**config.mk**
```make
export PLATFORM = sky130hd
export DESIGN_NAME = mcore_bitwriter
export DESIGN_NICKNAME = d
export VERILOG_FILES = /design/src/rtl/mcore_bitwriter_pkg.sv /design/src/rtl/mcore_bitwriter_pack.sv /design/src/rtl/mcore_bitwriter.sv
export SDC_FILE = /design/constraint.sdc
export NUM_CORES = 1
export LEC_CHECK = 0
export CAP_MARGIN = 20
export CORE_MARGIN = 2
export CORE_UTILIZATION = 25
export DETAILED_ROUTE_END_ITERATION = 8
export PLACE_DENSITY = 0.54
export SLEW_MARGIN = 20
export SYNTH_ARGS = -nofsm -noshare
export SYNTH_HDL_FRONTEND = slang
export SYNTH_SLANG_ARGS = --single-unit
```
**constraint.sdc**
```tcl
create_clock -name aclk -period 6.14 [get_ports aclk]
set_input_delay 1.228 -clock aclk [delete_from_list [all_inputs] [get_ports aclk]]
set_output_delay 1.228 -clock aclk [all_outputs]
set_load 0.02 [all_outputs]
```
**src/rtl/mcore_bitwriter_pkg.sv**
```systemverilog
// mcore_defs: shared definitions for the mcore bit writer.
//   bw_op_e       - command opcodes on cmd_op
//   BW_MAX_WIDTH  - widest field a single WRITE may carry
//   BW_REG_*      - register window offsets, mirroring the bit reader layout
package mcore_defs;

  typedef enum logic [1:0] {
    BW_ATTACH = 2'd0,
    BW_WRITE  = 2'd1,
    BW_FLUSH  = 2'd2,
    BW_NOP    = 2'd3
  } bw_op_e;

  localparam int unsigned BW_MAX_WIDTH = 32;

  localparam logic [31:0] M_UTIL_ADDR   = 32'h0000_0400;
  localparam logic [31:0] BW_REG_CTRL   = M_UTIL_ADDR + 32'h10;
  localparam logic [31:0] BW_REG_DATA   = M_UTIL_ADDR + 32'h14;
  localparam logic [31:0] BW_REG_COUNT  = M_UTIL_ADDR + 32'h18;
  localparam logic [31:0] BW_REG_STATUS = M_UTIL_ADDR + 32'h1c;

endpackage

```
**src/rtl/mcore_bitwriter_pack.sv**
```systemverilog
// mcore_bitwriter_pack: combinational field insert and flush byte enables.
//   acc      in  64  pending bits, left-aligned at bit 63
//   fill     in  7   number of valid bits in acc (0..31 when used here)
//   data     in  32  field, right-aligned
//   width    in  6   field width, 0..32 (larger values are ignored by caller)
//   acc_next out 64  acc with the field placed at acc[63-fill -: width]
//   be       out 4   byte enables covering ceil(fill/8) bytes from the MSB
module mcore_bitwriter_pack (
  input  logic [63:0] acc,
  input  logic [6:0]  fill,
  input  logic [31:0] data,
  input  logic [5:0]  width,
  output logic [63:0] acc_next,
  output logic [3:0]  be
);

  logic [31:0] field;
  logic [2:0]  nbytes;

  always_comb begin
    // Left-aligning the field also discards the bits above width.
    field    = data << (6'd32 - width);
    acc_next = acc | ({field, 32'b0} >> fill);
    nbytes   = 3'((fill + 7'd7) >> 3);
    be       = 4'hF << (3'd4 - nbytes);
  end

endmodule

```
**src/rtl/mcore_bitwriter.sv**
```systemverilog
// mcore_bitwriter: packs 1..32-bit fields MSB-first into 32-bit words and
// writes each completed word (or a zero-padded final word on FLUSH) to memory.
//   aclk, aresetn                 clock, synchronous active-low reset
//   cmd_valid/ready/op/width/data command port (ATTACH, WRITE, FLUSH, NOP)
//   busy, bit_count, err          status
//   mem_req/addr/we/wdata/be      memory write request, held until mem_gnt
//   mem_gnt, mem_rsp_valid/error  memory handshake and write response
module mcore_bitwriter
  import mcore_defs::*;
#(
  parameter int DATA_WIDTH = 32,
  parameter int ADDR_WIDTH = 32
) (
  input  logic                    aclk,
  input  logic                    aresetn,
  input  logic                    cmd_valid,
  output logic                    cmd_ready,
  input  logic [1:0]              cmd_op,
  input  logic [5:0]              cmd_width,
  input  logic [DATA_WIDTH-1:0]   cmd_data,
  output logic                    busy,
  output logic [31:0]             bit_count,
  output logic                    err,
  output logic                    mem_req,
  output logic [ADDR_WIDTH-1:0]   mem_addr,
  output logic                    mem_we,
  output logic [DATA_WIDTH-1:0]   mem_wdata,
  output logic [DATA_WIDTH/8-1:0] mem_be,
  input  logic                    mem_gnt,
  input  logic                    mem_rsp_valid,
  input  logic                    mem_rsp_error
);

  localparam logic [1:0] S_IDLE   = 2'd0;
  localparam logic [1:0] S_WR_REQ = 2'd1;
  localparam logic [1:0] S_WR_RSP = 2'd2;

  logic [1:0]            state;
  logic [63:0]           acc;
  logic [6:0]            fill;
  logic [ADDR_WIDTH-1:0] wr_addr;
  logic                  flushing;

  logic [63:0] acc_ins;
  logic [3:0]  be_flush;
  logic [6:0]  fill_ins;
  logic        cmd_fire;

  mcore_bitwriter_pack u_pack (
    .acc      (acc),
    .fill     (fill),
    .data     (cmd_data[31:0]),
    .width    (cmd_width),
    .acc_next (acc_ins),
    .be       (be_flush)
  );

  assign fill_ins = fill + {1'b0, cmd_width};
  assign cmd_fire = cmd_valid && cmd_ready;
  assign busy     = (state != S_IDLE);
  assign mem_we   = mem_req;

  always_ff @(posedge aclk) begin
    if (!aresetn) begin
      state     <= S_IDLE;
      acc       <= '0;
      fill      <= '0;
      wr_addr   <= '0;
      flushing  <= 1'b0;
      bit_count <= '0;
      err       <= 1'b0;
      cmd_ready <= 1'b0;
      mem_req   <= 1'b0;
      mem_addr  <= '0;
      mem_wdata <= '0;
      mem_be    <= '0;
    end else begin
      case (state)
        S_IDLE: begin
          cmd_ready <= 1'b1;
          if (cmd_fire) begin
            case (bw_op_e'(cmd_op))
              BW_ATTACH: begin
                wr_addr   <= ADDR_WIDTH'(cmd_data) & ~ADDR_WIDTH'(3);
                acc       <= '0;
                fill      <= '0;
                bit_count <= '0;
                err       <= 1'b0;
              end
              BW_WRITE: begin
                if (32'(cmd_width) > BW_MAX_WIDTH) begin
                  err <= 1'b1;
                end else if (cmd_width != 6'd0) begin
                  acc       <= acc_ins;
                  fill      <= fill_ins;
                  bit_count <= bit_count + 32'(cmd_width);
                  if (fill_ins >= 7'd32) begin
                    state     <= S_WR_REQ;
                    cmd_ready <= 1'b0;
                    flushing  <= 1'b0;
                    mem_req   <= 1'b1;
                    mem_addr  <= wr_addr;
                    mem_wdata <= acc_ins[63:32];
                    mem_be    <= 4'hF;
                  end
                end
              end
              BW_FLUSH: begin
                if (fill != 7'd0) begin
                  state     <= S_WR_REQ;
                  cmd_ready <= 1'b0;
                  flushing  <= 1'b1;
                  mem_req   <= 1'b1;
                  mem_addr  <= wr_addr;
                  mem_wdata <= acc[63:32];
                  mem_be    <= be_flush;
                end
              end
              default: ;
            endcase
          end
        end
        S_WR_REQ: begin
          if (mem_gnt) begin
            mem_req <= 1'b0;
            state   <= S_WR_RSP;
          end
        end
        S_WR_RSP: begin
          if (mem_rsp_valid) begin
            if (mem_rsp_error) err <= 1'b1;
            wr_addr   <= wr_addr + ADDR_WIDTH'(4);
            state     <= S_IDLE;
            cmd_ready <= 1'b1;
            if (flushing) begin
              acc  <= '0;
              fill <= '0;
            end else begin
              acc  <= {acc[31:0], 32'b0};
              fill <= fill - 7'd32;
            end
          end
        end
        default: state <= S_IDLE;
      endcase
    end
  end

endmodule

```
Word level (Yosys, flattened, before mapping)
Index checks and enable logic that the tools add are counted.
Cells by class
  reductions and logical operators: 18
  multiplexer cells: 71
  magnitude comparators: 2
  add/sub/neg operators: 7
  bitwise gates (word level): 1
  eq/ne operators: 20
  shift-type cells: 3
Operators with widths (count)
  2-to-1 mux 32 bit: 13
  2-to-1 mux 64 bit: 5
  one-hot mux 32 bit (2 select lines): 4
  one-hot mux 64 bit (2 select lines): 2
  bitwise OR 64 bit: 1
  right shift 64 x 7 -> 64 bit: 1
  2-to-1 mux 7 bit: 5
  adder 32 x 3 -> 32 bit, second input constant: 1
  adder 32 x 6 -> 32 bit: 1
  left shift 32 x 6 -> 32 bit: 1
  one-hot mux 7 bit (2 select lines): 2
  2-to-1 mux 1 bit: 19
  2-to-1 mux 4 bit: 4
  != test 2 bit, second input constant: 8
  AND reduction 8 bit: 2
  != test 3 bit, second input constant: 5
  2-to-1 mux 2 bit: 7
  one-hot mux 1 bit (2 select lines): 7
  AND reduction 6 bit: 2
  nonzero test 2 bit: 5
  one-hot mux 4 bit (2 select lines): 1
  adder 7 x 6 -> 7 bit: 1
  greater-or-equal comparator 7 x 6 -> 1 bit, second input constant: 1
  AND reduction 7 bit: 1
  other kinds (19): 23
Word-level totals
  output and inout port bits: 105
  register bits: 209

Longest topological paths before layout
  depth after elaboration: 9
  mapped depth: 18

Hierarchy
From an unflattened synthesis, not the netlist that was laid out.
Unflattened totals
  cell total of the unflattened synthesis: 1882
  area total of the unflattened synthesis: 15661.3 sq um
Modules (own cells, without submodules)
  mcore_bitwriter: sequential area each 4103.9 sq um, instances 1, cells an instance 1113, area each 9844.4 sq um
  mcore_bitwriter_pack: sequential area each 0.0 sq um, instances 1, cells an instance 769, area each 5816.8 sq um

Least setup slack after synthesis
Ideal clock, no wire load.
  path kind: input-to-reg
  start: in cmd_width[0]
  end: reg acc[6]
  path slack: 0.991 ns
  library setup time: 0.122 ns
  stages: 15
  arrival: 5.027 ns
  cells stage by stage: buf_2 -> inv_1 -> clkbuf_1 -> ha_1 -> buf_2 -> buf_2 -> mux4_2 -> mux2_2 -> o211ai_1 -> nand2_1 -> mux4_2 -> a22o_1 -> a21o_1 -> mux2_4 -> a221o_1
Between the ends
  word-level cells in the longest chain between the ends: 9
  elaborated cells between the ends (all ways): 14
  classes of those cells: 1 x add/sub; 1 x order compare; 2 x eq/ne; 2 x shift; 5 x mux; 1 x bitwise; 2 x reduce/logical
RTL lines
  from (decl): RTL line mcore_bitwriter.sv:19  | input logic [5:0] cmd_width,
  subtractor 6 bit: RTL line mcore_bitwriter_pack.sv:22  | field = data << (6'd32 - width);
  left shift 32 x 6 -> 32 bit: RTL line mcore_bitwriter_pack.sv:22
  right shift 64 x 7 -> 64 bit: RTL line mcore_bitwriter_pack.sv:23  | acc_next = acc | ({field, 32'b0} >> fill);
  bitwise OR 64 bit: RTL line mcore_bitwriter_pack.sv:23
  2-to-1 mux 64 bit: RTL line mcore_bitwriter.sv:93  | end else if (cmd_width != 6'd0) begin
  2-to-1 mux 64 bit: RTL line mcore_bitwriter.sv:91  | if (32'(cmd_width) > BW_MAX_WIDTH) begin
  one-hot mux 64 bit (2 select lines): RTL line mcore_bitwriter.sv:82  | case (bw_op_e'(cmd_op))
  2-to-1 mux 64 bit: RTL line mcore_bitwriter.sv:81  | if (cmd_fire) begin
  one-hot mux 64 bit (2 select lines): RTL line mcore_bitwriter.sv:78  | case (state)
  to (signal assigned): RTL line mcore_bitwriter.sv:94  | acc <= acc_ins;
  to (signal assigned): RTL line mcore_bitwriter.sv:139  | acc <= {acc[31:0], 32'b0};
  to (decl): RTL line mcore_bitwriter.sv:39  | logic [63:0] acc;
Parallel ways exist; a longest one is shown, timed or not. The select of a mux whose other input is x is not followed.
A chain may end at the register's enable or synchronous reset.

Worst setup path in the final report
  start: in cmd_width[1]
  end: reg mem_wdata[11]
Between the ends
  word-level cells in the longest chain between the ends: 8
  elaborated cells between the ends (all ways): 16
  classes of those cells: 2 x add/sub; 2 x order compare; 3 x eq/ne; 2 x shift; 4 x mux; 1 x bitwise; 2 x reduce/logical
RTL lines
  subtractor 6 bit: RTL line mcore_bitwriter_pack.sv:22
  left shift 32 x 6 -> 32 bit: RTL line mcore_bitwriter_pack.sv:22
  right shift 64 x 7 -> 64 bit: RTL line mcore_bitwriter_pack.sv:23
  bitwise OR 64 bit: RTL line mcore_bitwriter_pack.sv:23
  2-to-1 mux 32 bit: RTL line mcore_bitwriter.sv:97  | if (fill_ins >= 7'd32) begin
  2-to-1 mux 32 bit: RTL line mcore_bitwriter.sv:93
  2-to-1 mux 32 bit: RTL line mcore_bitwriter.sv:91
  one-hot mux 32 bit (2 select lines): RTL line mcore_bitwriter.sv:82
  to (signal assigned): RTL line mcore_bitwriter.sv:103  | mem_wdata <= acc_ins[63:32];
  to (signal assigned): RTL line mcore_bitwriter.sv:115  | mem_wdata <= acc[63:32];
  to (decl): RTL line mcore_bitwriter.sv:27  | output logic [DATA_WIDTH-1:0] mem_wdata,
Parallel ways exist; a longest one is shown, timed or not. The select of a mux whose other input is x is not followed.

==> results.json <==
{
  "drive_above_1_share_pct": 10.18,
  "worstPathRequired_ps": 6550,
  "yosys_warnings": 0,
  "synth_top_family_by_area": "compound AO/OA/AOI/OAI gates",
  "viasPerCell": 5.684,
  "grt_setup_unrepaired": "no",
  "fin_skew_ps": 19.76,
  "fp.dieH_um": 244.3,
  "clk_pin_slew_worst_paths_ps": 60,
  "cts_setup_buffers": 0,
  "drcViolationCount": 0,
  "routabilityCongestion": 0.9852,
  "final_nets": 2036,
  "synthAdderAreaFrac_pct": 2.010,
  "crit_family": "compound AO/OA/AOI/OAI gates",
  "yosys.area_share.simple_pct": 21.24,
  "maxSlewViolCount": 0,
  "synthFlopType": "dfxtp_1",
  "cts-buffers-inserted": 24,
  "synth_edf_count": 0,
  "grtUsageTotal_pct": 19.98,
  "ys_seq_area_share_pct": 28.42,
  "yosysTopAreaCell": "dfxtp_1",
  "diodes": 0,
  "holdCritPathClass": "reg -> reg",
  "routed_wl_mm": 61.66,
  "final_common_cell": "nand2_1",
  "slowest_delay_ps": 620,
  "numPortBuffers": 148,
  "grt_use_met2_pct": 32.33,
  "hpwl_mm": 45.43,
  "h-tree-depth": 1,
  "synth_seq_cells": 205,
  "setup_tns_ps": 0,
  "grt-busiest-layer": "met2",
  "setup_slack_ps": 855.5,
  "p_per_area_nw_per_um2": 211.6,
  "p_seq_share_pct": 36.6,
  "worst_pin_slew_ps": 1052,
  "area_growth_pct": 22.09,
  "crit_path_start_kind": "primary input",
  "synth_top_area_share_pct": 28.42,
  "leakage_nw": 6.139,
  "syn_inst": 1881,
  "multi_input_area_um2": 9633,
  "cap_violations": 0,
  "status": "completed",
  "vias": 15632,
  "clock-sinks": 205,
  "grt_pass1_vias": 15024,
  "min_period_over_period_pct": 86.07,
  "drt-initial-drc-count": 1621,
  "holdWs_ps": 457.6,
  "crit_slowest_cell": "o21ai_0",
  "crit_chain": "clkdlybuf4s50_1 > inv_1 > ha_2 > buf_12 > mux2_2 > mux2i_1 > mux2i_1 > a22oi_1 > o21ai_0 > a22oi_1 > a21oi_1 > o21ai_0 > o21ai_0 > o311a_1",
  "seq_area_um2": 4104,
  "clk_latency_ps": 540,
  "combPwrFrac_pct": 20.9,
  "synth-async-reset-ratio_pct": 0,
  "p_int_w": 0.002621,
  "overflow": 0,
  "clockBufferDepth": 3,
  "hold_viol": 0,
  "crit_buf_inv": 3,
  "p_clk_share_pct": 42.4,
  "synth_xor_xnor_area_share_pct": 2.443,
  "fin_crit_ps": 5285,
  "antenna_left": 0,
  "worstSetupPathType": "in -> reg",
  "drtPass1Iterations": 6,
  "final_cell_mix": "223 x nand2_1, 205 x dfxtp_1, 184 x a21oi_1",
  "arrival_ps": 5700,
  "rows": 88,
  "cp_common_cell": "o21ai_0",
  "start_util_pct": 25.17,
  "synth_area_per_cell_um2": 7.677,
  "antenna_found_initial": 1,
  "fillerInstances": 6162,
  "ys_top_cells_by_area": "dfxtp_1 28%, a21oi_1 6.4%, nand2_1 5.8%",
  "tritoncts": "built",
  "ios": 151,
  "synth_compound_area_share_pct": 29.46,
  "power.switching_w": 0.001111,
  "irDropWorstVdd_mv": 0.1415,
  "endpoint_kind": "flop",
  "syn_area_um2": 14440,
  "use_met1_pct": 26.75,
  "synth_cell_types": 88,
  "use_met3_pct": 4.006,
  "die-area_um2": 59700,
  "grt_pass1_wl_mm": 94.14,
  "post_cts_resized": 0,
  "cp_max_fo": 49,
  "root_buffer": "clkbuf_16",
  "max_slew_margin_pct": 29.86,
  "grt_max_degree": 80,
  "pre_cts_slack_ps": 441.4,
  "die_w_um": 244.3,
  "p_sw_share_pct": 29.77,
  "setup_viol": 0,
  "fmax_mhz": 189.2,
  "wl_per_cell_um": 22.42,
  "cts_hold_buf": 0,
  "coreArea_um2": 57370,
  "synthMuxAreaShare_pct": 11.25
}
-- cell families (layout without fill, tap and decap cells) --
logic type                 count (synthesis)  in the layout
AOI/OAI and AO/OA                        652            652
xor gates and xnor gates                  36             36
adders and majority gates                 22             22
buffers and inverters                    175            278
DFF                                      205            205
muxes                                    120            120
other                                      1              2
and+or+nand+nor                          670            670
-- per-layer routing --
metal  vias to the layer above  share of wire (%)
li1                       7182                  -
met1                      7547                 43
met2                       776                 45
met3                       125                8.6
met4                         2                3.3
met5                         -              0.021
-- flip-flops by register name (all words and copies together), names as in the netlist --
signal     cells
wr_addr       30
mem_be         4
mem_req        1
flushing       1
err            1
cmd_ready      1
fill           7
state          2
bit_count     32
mem_addr      30
acc           64
mem_wdata     32
-- through the flow --
| stage | instance area, um2 | utilization (%) | std cells | total power (W) |
|---|---|---|---|---|
| CTS | 17630 | 30.74 | 2750 | 0.003746 |
| floorplan | 14450 | - | 1882 | 0.001876 |
| global route | 17630 | 30.74 | 2750 | 0.003866 |
| finish | 17630 | 30.74 | 2750 | 0.003731 |
| detailed placement | 16760 | 29.22 | 2707 | 0.002158 |
| global placement | 16760 | 29.22 | 2707 | 0.002155 |
-- final timing paths --
check                                 start                    endpoint  slack [ps]  depth (start not counted)
hold reg to reg   mem_addr[12]$_SDFFE_PN0P_   mem_addr[12]$_SDFFE_PN0P_         460                          2
setup reg to reg       fill[1]$_SDFFE_PN0P_   mem_wdata[4]$_SDFFE_PN0P_        1920                         14
setup / recovery               cmd_width[1]  mem_wdata[11]$_SDFFE_PN0P_         860                         14
hold / removal    mem_addr[12]$_SDFFE_PN0P_   mem_addr[12]$_SDFFE_PN0P_         460                          2
-- worst register-to-register path, cell delays in order, from the launching register on --
cell and delay (ps):
dfxtp_1 300, buf_4 390, clkinv_1 130, buf_4 260, fa_1 540, nor2b_1 180, o21ai_0 130, a21boi_0 300
o21a_1 170, o21ai_0 100, a21oi_1 390, o21a_2 430, buf_12 290, nand3_1 250, o211ai_1 240
-- power by group through the flow --
| stage | clock [W] | combinational, W | sequential (W) |
|---|---|---|---|
| CTS | 0.00161 | 0.000765 | 0.00137 |
| global route | 0.00167 | 0.000830 | 0.00137 |
| global placement | 0 | 0.000759 | 0.00140 |
| detailed placement | 0 | 0.000761 | 0.00140 |
| floorplan | 0 | 0.000475 | 0.00140 |
| finish | 0.00158 | 0.000781 | 0.00137 |
-- synth_stat cells, types with 8 or more instances --
library cell  instances
a211oi_1             27
a21o_1               22
a21oi_1             185
a221oi_1             13
a22o_1                8
a22oi_1              49
a2bb2oi_1            10
a311oi_1             11
a31oi_1              22
a32oi_1              13
and2_1               13
and3_1               17
buf_1                14
buf_2                18
buf_4                 9
clkbuf_1            105
dfxtp_1             205
ha_1                 20
inv_1                22
mux2_2               32
mux2i_1              56
mux4_2               29
nand2_1             223
nand2b_1             16
nand3_1              96
nand4_1              11
nor2_1              181
nor2b_1               8
nor3_1               49
nor4_1               14
o211ai_1             35
o21a_1                8
o21ai_0             129
o22ai_1              26
o31ai_1              14
or3_1                11
xnor2_1              13
xor2_1               21
-- layout make-up --
type                    count  area share, %
clock buffers              37          4.144
clock inverters             6         0.7806
inverters                  25         0.5393
multi-input cells        1502          54.63
flip-flops and latches    205          23.28
well taps                 765          5.429
repair buffers            210          11.20
No activity file was read; power rests on OpenSTA's default activity.
